## src/rtl/elbeth_pipe_ctrl.sv

```systemverilog
// elbeth_pipe_ctrl: stage-register load/flush sequencing for the ELBETH core.
// Freezes the pipe across slow data-memory accesses and counts stall cycles.
module elbeth_pipe_ctrl #(
  parameter int MEM_TIMEOUT = 255
) (
  input  logic        clk,
  input  logic        rst,
  input  logic        if_ack,
  input  logic [4:0]  id_rs1_addr,
  input  logic [4:0]  id_rs2_addr,
  input  logic        id_uses_rs2,
  input  logic [4:0]  ex_rd_addr,
  input  logic        ex_is_load,
  input  logic        ex_branch_taken,
  input  logic        mem_access,
  input  logic        dmem_ack,
  output logic        dmem_req,
  output logic        pc_we,
  output logic        if_id_we,
  output logic        id_ex_we,
  output logic        ex_mem_we,
  output logic        mem_wb_we,
  output logic        if_id_flush,
  output logic        id_ex_flush,
  output logic        pc_sel_target,
  output logic        bus_err,
  output logic [31:0] stall_cnt
);

  localparam int WW = $clog2(MEM_TIMEOUT) + 1;

  typedef enum logic [1:0] {
    S_RESET,
    S_RUN,
    S_WAIT,
    S_ERROR
  } state_t;

  state_t        state;
  logic [WW-1:0] wait_cnt;
  logic          hazard;
  logic          active;
  logic          freeze;
  logic          rs1_hit;
  logic          rs2_hit;

  assign rs1_hit = (ex_rd_addr == id_rs1_addr);
  assign rs2_hit = id_uses_rs2 && (ex_rd_addr == id_rs2_addr);
  assign hazard  = ex_is_load && (ex_rd_addr != 5'd0)
                   && (rs1_hit || rs2_hit);

  assign active = (state == S_RUN) || (state == S_WAIT);

  // In WAIT the access is already outstanding, so only the ack matters.
  assign freeze = active && !dmem_ack
                  && (mem_access || (state == S_WAIT));

  always_comb begin
    dmem_req      = 1'b0;
    pc_we         = 1'b0;
    if_id_we      = 1'b0;
    id_ex_we      = 1'b0;
    ex_mem_we     = 1'b0;
    mem_wb_we     = 1'b0;
    if_id_flush   = 1'b0;
    id_ex_flush   = 1'b0;
    pc_sel_target = 1'b0;
    unique case (state)
      S_RESET: begin
        if_id_flush = 1'b1;
        id_ex_flush = 1'b1;
      end
      S_RUN, S_WAIT: begin
        dmem_req = mem_access || (state == S_WAIT);
        if (freeze) begin
          dmem_req = 1'b1;
        end else if (ex_branch_taken) begin
          pc_we         = 1'b1;
          pc_sel_target = 1'b1;
          if_id_flush   = 1'b1;
          id_ex_flush   = 1'b1;
          ex_mem_we     = 1'b1;
          mem_wb_we     = 1'b1;
        end else if (hazard) begin
          id_ex_flush = 1'b1;
          ex_mem_we   = 1'b1;
          mem_wb_we   = 1'b1;
        end else if (!if_ack) begin
          if_id_flush = 1'b1;
          id_ex_we    = 1'b1;
          ex_mem_we   = 1'b1;
          mem_wb_we   = 1'b1;
        end else begin
          pc_we     = 1'b1;
          if_id_we  = 1'b1;
          id_ex_we  = 1'b1;
          ex_mem_we = 1'b1;
          mem_wb_we = 1'b1;
        end
      end
      S_ERROR: begin
        dmem_req = 1'b0;
      end
      default: begin
        dmem_req = 1'b0;
      end
    endcase
  end

  always_ff @(posedge clk) begin
    if (rst) begin
      state     <= S_RESET;
      wait_cnt  <= '0;
      bus_err   <= 1'b0;
      stall_cnt <= '0;
    end else begin
      if (active && !pc_we && (stall_cnt != '1)) begin
        stall_cnt <= stall_cnt + 32'd1;
      end
      unique case (state)
        S_RESET: begin
          state     <= S_RUN;
          wait_cnt  <= '0;
          bus_err   <= 1'b0;
          stall_cnt <= '0;
        end
        S_RUN: begin
          if (freeze) begin
            state    <= S_WAIT;
            wait_cnt <= '0;
          end
        end
        S_WAIT: begin
          if (dmem_ack) begin
            state <= S_RUN;
          end else if (wait_cnt == WW'(MEM_TIMEOUT - 1)) begin
            state   <= S_ERROR;
            bus_err <= 1'b1;
          end else begin
            wait_cnt <= wait_cnt + WW'(1);
          end
        end
        S_ERROR: begin
          state <= S_ERROR;
        end
        default: begin
          state <= S_RESET;
        end
      endcase
    end
  end

endmodule

```

## config.mk

```make
export PLATFORM = sky130hd
export DESIGN_NAME = elbeth_pipe_ctrl
export DESIGN_NICKNAME = d
export VERILOG_FILES = /design/src/rtl/elbeth_pipe_ctrl.sv
export SDC_FILE = /design/constraint.sdc
export NUM_CORES = 1
export LEC_CHECK = 0
export CAP_MARGIN = 30
export CORE_AREA = 5 5 67 94
export CTS_BUF_LIST = sky130_fd_sc_hd__clkbuf_2
export CTS_CLUSTER_SIZE = 25
export DETAILED_ROUTE_END_ITERATION = 10
export DIE_AREA = 0 0 72 99
export PLACE_DENSITY = 0.89
export SYNTH_ARGS = -nofsm -noshare
export SYNTH_HDL_FRONTEND = slang
export SYNTH_SLANG_ARGS = --single-unit
```

## constraint.sdc

```tcl
create_clock -name clk -period 2.55 [get_ports clk]
set_input_delay 0.51 -clock clk [delete_from_list [all_inputs] [get_ports clk]]
set_output_delay 0.51 -clock clk [all_outputs]
set_load 0.01 [all_outputs]
```

==> results_dict.tcl, run 1 <==
set metrics [dict create \
    fillers 401 \
    cpMostUsedCell "buf_4" \
    synth.avg_cell_area_um2 8.31 \
    grt_overflow 0 \
    cp_max_fo 7 \
    ys_ff_latch 44 \
    seqPwrFrac_pct 29.5 \
    highest_layer "met4" \
    core_area_mm2 0.00537 \
    row_count 32 \
    worst_setup_path_start_kind "primary input" \
    synth_flop_cell "dfxtp_1" \
    dpl_cell_area_mm2 0.00349 \
    fin_area_mm2 0.00381 \
    m1WireLength_um 2860 \
    start_util_pct 49.1 \
    netlist_instances 317 \
    clk_pin_slew_ns 0.22 \
    via_per_inst 6.13 \
    met3_length_um 530 \
    slowest_delay_ns 0.53 \
    vias 2900 \
    crit_family "buffers and inverters" \
    swShare_pct 39.4 \
    grt_pass1_wl_um 12600 \
    worst_pin_slew_ns 1.05 \
    area_growth_pct 44.5 \
    setup_violations 2 \
    final_cells 473 \
    path_buf_inv 5 \
    relSlewSlack_pct 29.6 \
    synth.distinct_cells 46 \
    cpMaxStageDelayCell "clkdlybuf4s50_1" \
    cellLeakagePower_nw 1.36 \
    finalNetCount 436 \
    cts_made_buffers 5 \
    wl_met2_um 4220 \
    ff_latch_area_um2 883 \
    synth_area_mm2 0.00264 \
    power_density_mw_per_mm2 663 \
    crit_arrival_ns 2.92 \
    grt_max_degree 35 \
    critical_path.cell_chain "clkdlybuf4s50_1 > xnor2_2 > a32oi_2 > buf_4 > buf_4 > o31a_1 > buf_4 > buf_12 > or4_1 > a21oi_1" \
    period_share_pct 100 \
    timing.fmax_mhz 390 \
    final_cell_mix "dfxtp_1, clkdlybuf4s50_1, nand3_1, buf_4, o31ai_1" \
    io_pins 65 \
    dr.pass1.iters 4 \
    grt_use_total_pct 21.6 \
    tritoncts "built" \
    cts-root-buf "clkbuf_2" \
    intPower_mw 1.53 \
    worst_setup_path_end_kind "flip-flop" \
    die_y_um 99 \
    die_w_um 72 \
    fin_ws_ns -0.0118 \
    drt_wl_total_um 7870 \
    clock_skew_ns 0.00956 \
    maxCapViolations 0 \
    die_area_mm2 0.00713 \
    cts.sinks 44 \
    hold_viol 0 \
    route.antenna.remaining_nets 0 \
    fin_tns_setup_ns -0.0197 \
    drive_gt1_share_pct 23.7 \
    async_reset_ff_share_pct 0 \
    pwr-share-comb_pct 54.5 \
    worstSkewPairLatency_ns 0.42 \
    pwr-share-clk_pct 16.0 \
    final_common_cell "dfxtp_1" \
    diodes 0 \
    drv_slew 0 \
    violations "setup timing" \
    ys_seq_area_share_pct 33.4 \
    min_path_type "reg -> reg" \
    finish.utilization_pct 71.0 \
    placed_cells_incl_taps 458 \
    dp_slack_ns -0.604 \
    p_sw_mw 0.996 \
    routabilityCongestion 0.874 \
    io_buffers 64 \
    ys.warnings.count 0 \
    routedWlPerCell_um 16.6 \
    crit_required_ns 2.91 \
    route.detailed.drc 0 \
    clockBufferDepth 2 \
    synth_edf_count 0 \
    htree_num_levels 2 \
    hpwl_um 4970 \
    antenna_found_initial 0 \
    vdd_ir_drop_max_v 0.000658 \
    postCtsHoldBufs 0 \
    synth_nets 349 \
    multiInputGateArea_mm2 0.00181 \
    initialDrtViolationCount 175 \
    worstSetupPathType "in -> reg" \
    fin_crit_ns 2.56 \
    grt_pass1_vias 2824 \
    status "finished with violations" \
]
[kinds of logic after synthesis]
kind of cell | synth area share [%]
mux | 1.52
simple gates | 30.7
compound gates | 19.8
fa+ha+maj | 4.27
xor+xnor | 5.98
flops | 33.4
buf+inv | 4.32
[cells in the mapped netlist (2+ instances only)]
master / count / area (um2)
dfxtp_1: 44 / 881
a21oi_1: 30 / 150
nand3_1: 25 / 125
o31ai_1: 25 / 188
or4_1: 24 / 180
nand2_1: 19 / 71.3
nor2_1: 19 / 71.3
xor2_1: 15 / 131
nand4_1: 10 / 62.6
and3_1: 9 / 56.3
ha_1: 9 / 113
or3_1: 9 / 56.3
buf_2: 7 / 35.0
inv_1: 6 / 22.5
o21ai_0: 6 / 30.0
clkbuf_1: 5 / 18.8
nor3_1: 5 / 25.0
mux2i_1: 4 / 40.0
nor2b_1: 4 / 25.0
and2_1: 3 / 18.8
and4_1: 3 / 26.3
nor4_1: 3 / 18.8
xnor2_1: 3 / 26.3
a211oi_1: 2 / 15.0
buf_6: 2 / 22.5
nand2b_1: 2 / 12.5
o21a_1: 2 / 15.0
o21ba_2: 2 / 20.0
o311ai_0: 2 / 17.5
o41ai_1: 2 / 17.5
[tightest hold or removal path, cell delays in order, from the launching register on]
cell     delay, ns
dfxtp_1       0.36
o21ai_0       0.07
a21oi_1       0.07
[power groups by stage]
stage,registers [mW],clock network [mW],logic [mW]
6_report,0.745,0.403,1.38
5_1_grt,0.749,0.433,1.49
4_1_cts,0.745,0.409,1.33
3_5_place_dp,0.759,0,1.14
3_3_place_gp,0.757,0,1.11
2_1_floorplan,0.767,0,0.641
[stage by stage]
stage	power, mW	hold WS (ns)
global placement	1.86	0.472
CTS	2.48	0.504
finish	2.52	0.503
floorplan	1.41	0.476
global route	2.68	0.540
detailed placement	1.90	0.471
[area by class of cell]
type | instances | share of cell area, %
repair buffers | 96 | 24.5
flip-flops and latches | 44 | 23.2
clock inverters | 3 | 1.12
well taps | 68 | 2.23
clock buffers | 5 | 0.657
multi-input cells | 250 | 47.6
inverters | 7 | 0.690
[path summary, 6_finish.rpt]
| kind | from | end | slack (ns) | depth (start not counted) |
|---|---|---|---|---|
| worst min-delay path | bus_err | bus_err | 0.50 | 2 |
| worst max register to register | stall_cnt[2] | stall_cnt[25] | 0.13 | 7 |
| worst max-delay path | id_rs2_addr[0] | stall_cnt[26] | -0.01 | 10 |
| worst min register to register | bus_err | bus_err | 0.50 | 2 |
[routing by layer]
metal / track usage [%] / vias up
met5: 0 / -
met4: 13.0 / 0
met3: 5.41 / 27
met2: 37.6 / 106
met1: 23.0 / 1386
li1: - / 1381
[what timing repair did]
item,in CTS,in global routing
setup buffers,4,0
endpoints found under the setup margin,14,40
gates cloned,3,0
pin swaps,6,29
resized for setup,43,56
[flip-flops by register name, summed over array words and instances (netlist names)]
name	flops
state	2
bus_err	1
wait_cnt	9
stall_cnt	32
Power figures use the tool's default switching activity.
==> inputs of run 2 (changes only) <==
--- a/config.mk
+++ b/config.mk
@@ -5,7 +5,7 @@
 export SDC_FILE = /design/constraint.sdc
 export NUM_CORES = 1
 export LEC_CHECK = 0
-export CAP_MARGIN = 30
+export CAP_MARGIN = 20
 export CORE_AREA = 5 5 67 94
 export CTS_BUF_LIST = sky130_fd_sc_hd__clkbuf_2
 export CTS_CLUSTER_SIZE = 25
==> results of run 2 <==
No change in the layout: final DEF, timing and power equal those of run 1.
==> inputs of run 3 (changes only) <==
--- a/config.mk
+++ b/config.mk
@@ -5,12 +5,14 @@
 export SDC_FILE = /design/constraint.sdc
 export NUM_CORES = 1
 export LEC_CHECK = 0
+export ABC_CLOCK_PERIOD_IN_PS = 2550
 export CAP_MARGIN = 20
 export CORE_AREA = 5 5 67 94
 export CTS_BUF_LIST = sky130_fd_sc_hd__clkbuf_2
 export CTS_CLUSTER_SIZE = 25
 export DETAILED_ROUTE_END_ITERATION = 10
 export DIE_AREA = 0 0 72 99
+export MAX_ROUTING_LAYER = met4
 export PLACE_DENSITY = 0.89
 export SYNTH_ARGS = -nofsm -noshare
 export SYNTH_HDL_FRONTEND = slang
==> run 3 against run 2 <==
  * The run still ends with setup timing left
  * First-iteration DRC count grew 2.3%
  * Setup slack got worse by 0.056 ns
  * Maximum frequency down 2.2%
  * Utilization rose by 0.16 points
  * Clock skew rose by 0.0043 ns
  * Via count hardly changed
  * Register-to-register slack hardly changed
  * Critical path depth grew 1
  * Largest power group unchanged
  * Non-clock buffer count grew 1
  * Final area increased by 0.23%
  * Sequential cell count is the same
==> results_dict.tcl, run 3 (same netlist as run 1, synthesis figures left out) <==
set metrics [dict create \
    diodes 0 \
    row_count 32 \
    fillers 393 \
    cp_max_fo 7 \
    vdd_ir_drop_max_v 0.000642 \
    status "finished with violations" \
    htree_num_levels 2 \
    drt_wl_total_um 7830 \
    timing.fmax_mhz 382 \
    die_area_mm2 0.00713 \
    clockBufferDepth 2 \
    cellLeakagePower_nw 1.36 \
    grt_max_degree 35 \
    crit_required_ns 2.91 \
    grt_pass1_vias 2828 \
    ff2ff_setup_slack_ns 0.12 \
    largest_reg_flops 32 \
    routabilityCongestion 0.889 \
    dpl_cell_area_mm2 0.00349 \
    vias 2901 \
    dp_slack_ns -0.604 \
    drive_gt1_share_pct 23.9 \
    clk_pin_slew_ns 0.23 \
    final_cells 474 \
    final_common_cell "dfxtp_1" \
    period_share_pct 103 \
    cts.sinks 44 \
    worst_setup_path_start_kind "primary input" \
    power_density_mw_per_mm2 661 \
    maxCapViolations 0 \
    use_met3_pct 4.69 \
    area_growth_pct 44.9 \
    postCtsHoldBufs 0 \
    io_buffers 64 \
    cts-root-buf "clkbuf_2" \
    fin_ws_ns -0.0682 \
    crit_arrival_ns 2.97 \
    core_area_mm2 0.00537 \
    gr-max-usage-layer "met2" \
    clock_skew_ns 0.0139 \
    fin_crit_ns 2.62 \
    routedWlPerCell_um 16.5 \
    die_y_um 99 \
    fin_tns_setup_ns -0.145 \
    hpwl_um 4970 \
    violations "setup timing" \
    final_cell_mix "dfxtp_1, clkdlybuf4s50_1, buf_4" \
    placed_cells_incl_taps 458 \
    fin_area_mm2 0.00382 \
    use_met1_pct 23.0 \
    route.antenna.remaining_nets 0 \
    reg_top3 "stall_cnt x32, wait_cnt x9, state x2" \
    start_util_pct 49.1 \
    grt_overflow 0 \
    io_pins 65 \
    setup_violations 8 \
    drv_slew 0 \
    dr.pass1.iters 4 \
    tritoncts "built" \
    worst_setup_path_end_kind "flip-flop" \
    regMostFlops "stall_cnt" \
    finish.utilization_pct 71.2 \
    grt_pass1_wl_um 12600 \
    initialDrtViolationCount 179 \
    cts_made_buffers 5 \
    hold_viol 0 \
    route.detailed.drc 0 \
    die_w_um 72 \
    via_per_inst 6.12 \
    relSlewSlack_pct 33.1 \
    worstSkewPairLatency_ns 0.42 \
    grt_use_total_pct 22.1 \
    worstSetupPathType "in -> reg" \
    grt_use_met2_pct 37.5 \
    finalNetCount 437 \
    min_path_type "reg -> reg" \
    worst_pin_slew_ns 0.994 \
    antenna_found_initial 0 \
]
==> run 3: critical path, cell delays in order <==
cell and delay, ns:
clkdlybuf4s15_1 0.18, xor2_1 0.18, nor4_2 0.28, a32oi_2 0.19, buf_4 0.16, buf_4 0.13
o31a_1 0.34, buf_4 0.17, buf_12 0.12, or4_1 0.52, a21oi_1 0.18
==> run 3: path summary, 6_finish.rpt <==
path                    to  depth (start not counted)      startpoint
max          stall_cnt[26]                         11  id_rs2_addr[4]
max reg2reg  stall_cnt[25]                          7    stall_cnt[2]
min reg2reg        bus_err                          2         bus_err
min                bus_err                          2         bus_err
==> run 3: through the flow <==
step	hold slack [ns]	total power [mW]
CTS	0.504	2.48
detailed placement	0.471	1.90
floorplan	0.476	1.41
finish	0.502	2.52
global placement	0.472	1.86
global route	0.540	2.67
==> run 3: area by class of cell <==
| cell class | instances | area [um2] | area share [%] |
|---|---|---|---|
| sequential | 44 | 883 | 23.1 |
| multi-input combinational | 250 | 1810 | 47.5 |
| tap | 68 | 85.1 | 2.23 |
| inverter | 7 | 26.3 | 0.688 |
| clock buffer | 5 | 25.0 | 0.656 |
| clock inverter | 3 | 42.5 | 1.11 |
| timing repair buffer | 97 | 942 | 24.7 |
==> run 3: routing by layer <==
layer / vias to the layer above / share of wire, %
li1: 1382 / -
met1: 1382 / 37
met2: 111 / 54
met3: 26 / 6.7
met4: 0 / 3.2
met5: - / 0
==> run 3: what timing repair did <==
item / CTS / global route
cloned: 3 / 0
endpoints found under the hold margin: 0 / 0
endpoints found under the setup margin: 14 / 40
resized for setup: 43 / 57
pin swaps: 6 / 26
buffers inserted: 4 / 1
==> run 3: power breakdown <==
| group | internal [mW] | switching [mW] |
|---|---|---|
| Combinational | 0.642 | 0.731 |
| Clock | 0.165 | 0.239 |
| Sequential | 0.723 | 0.0224 |
| Total | 1.53 | 0.993 |
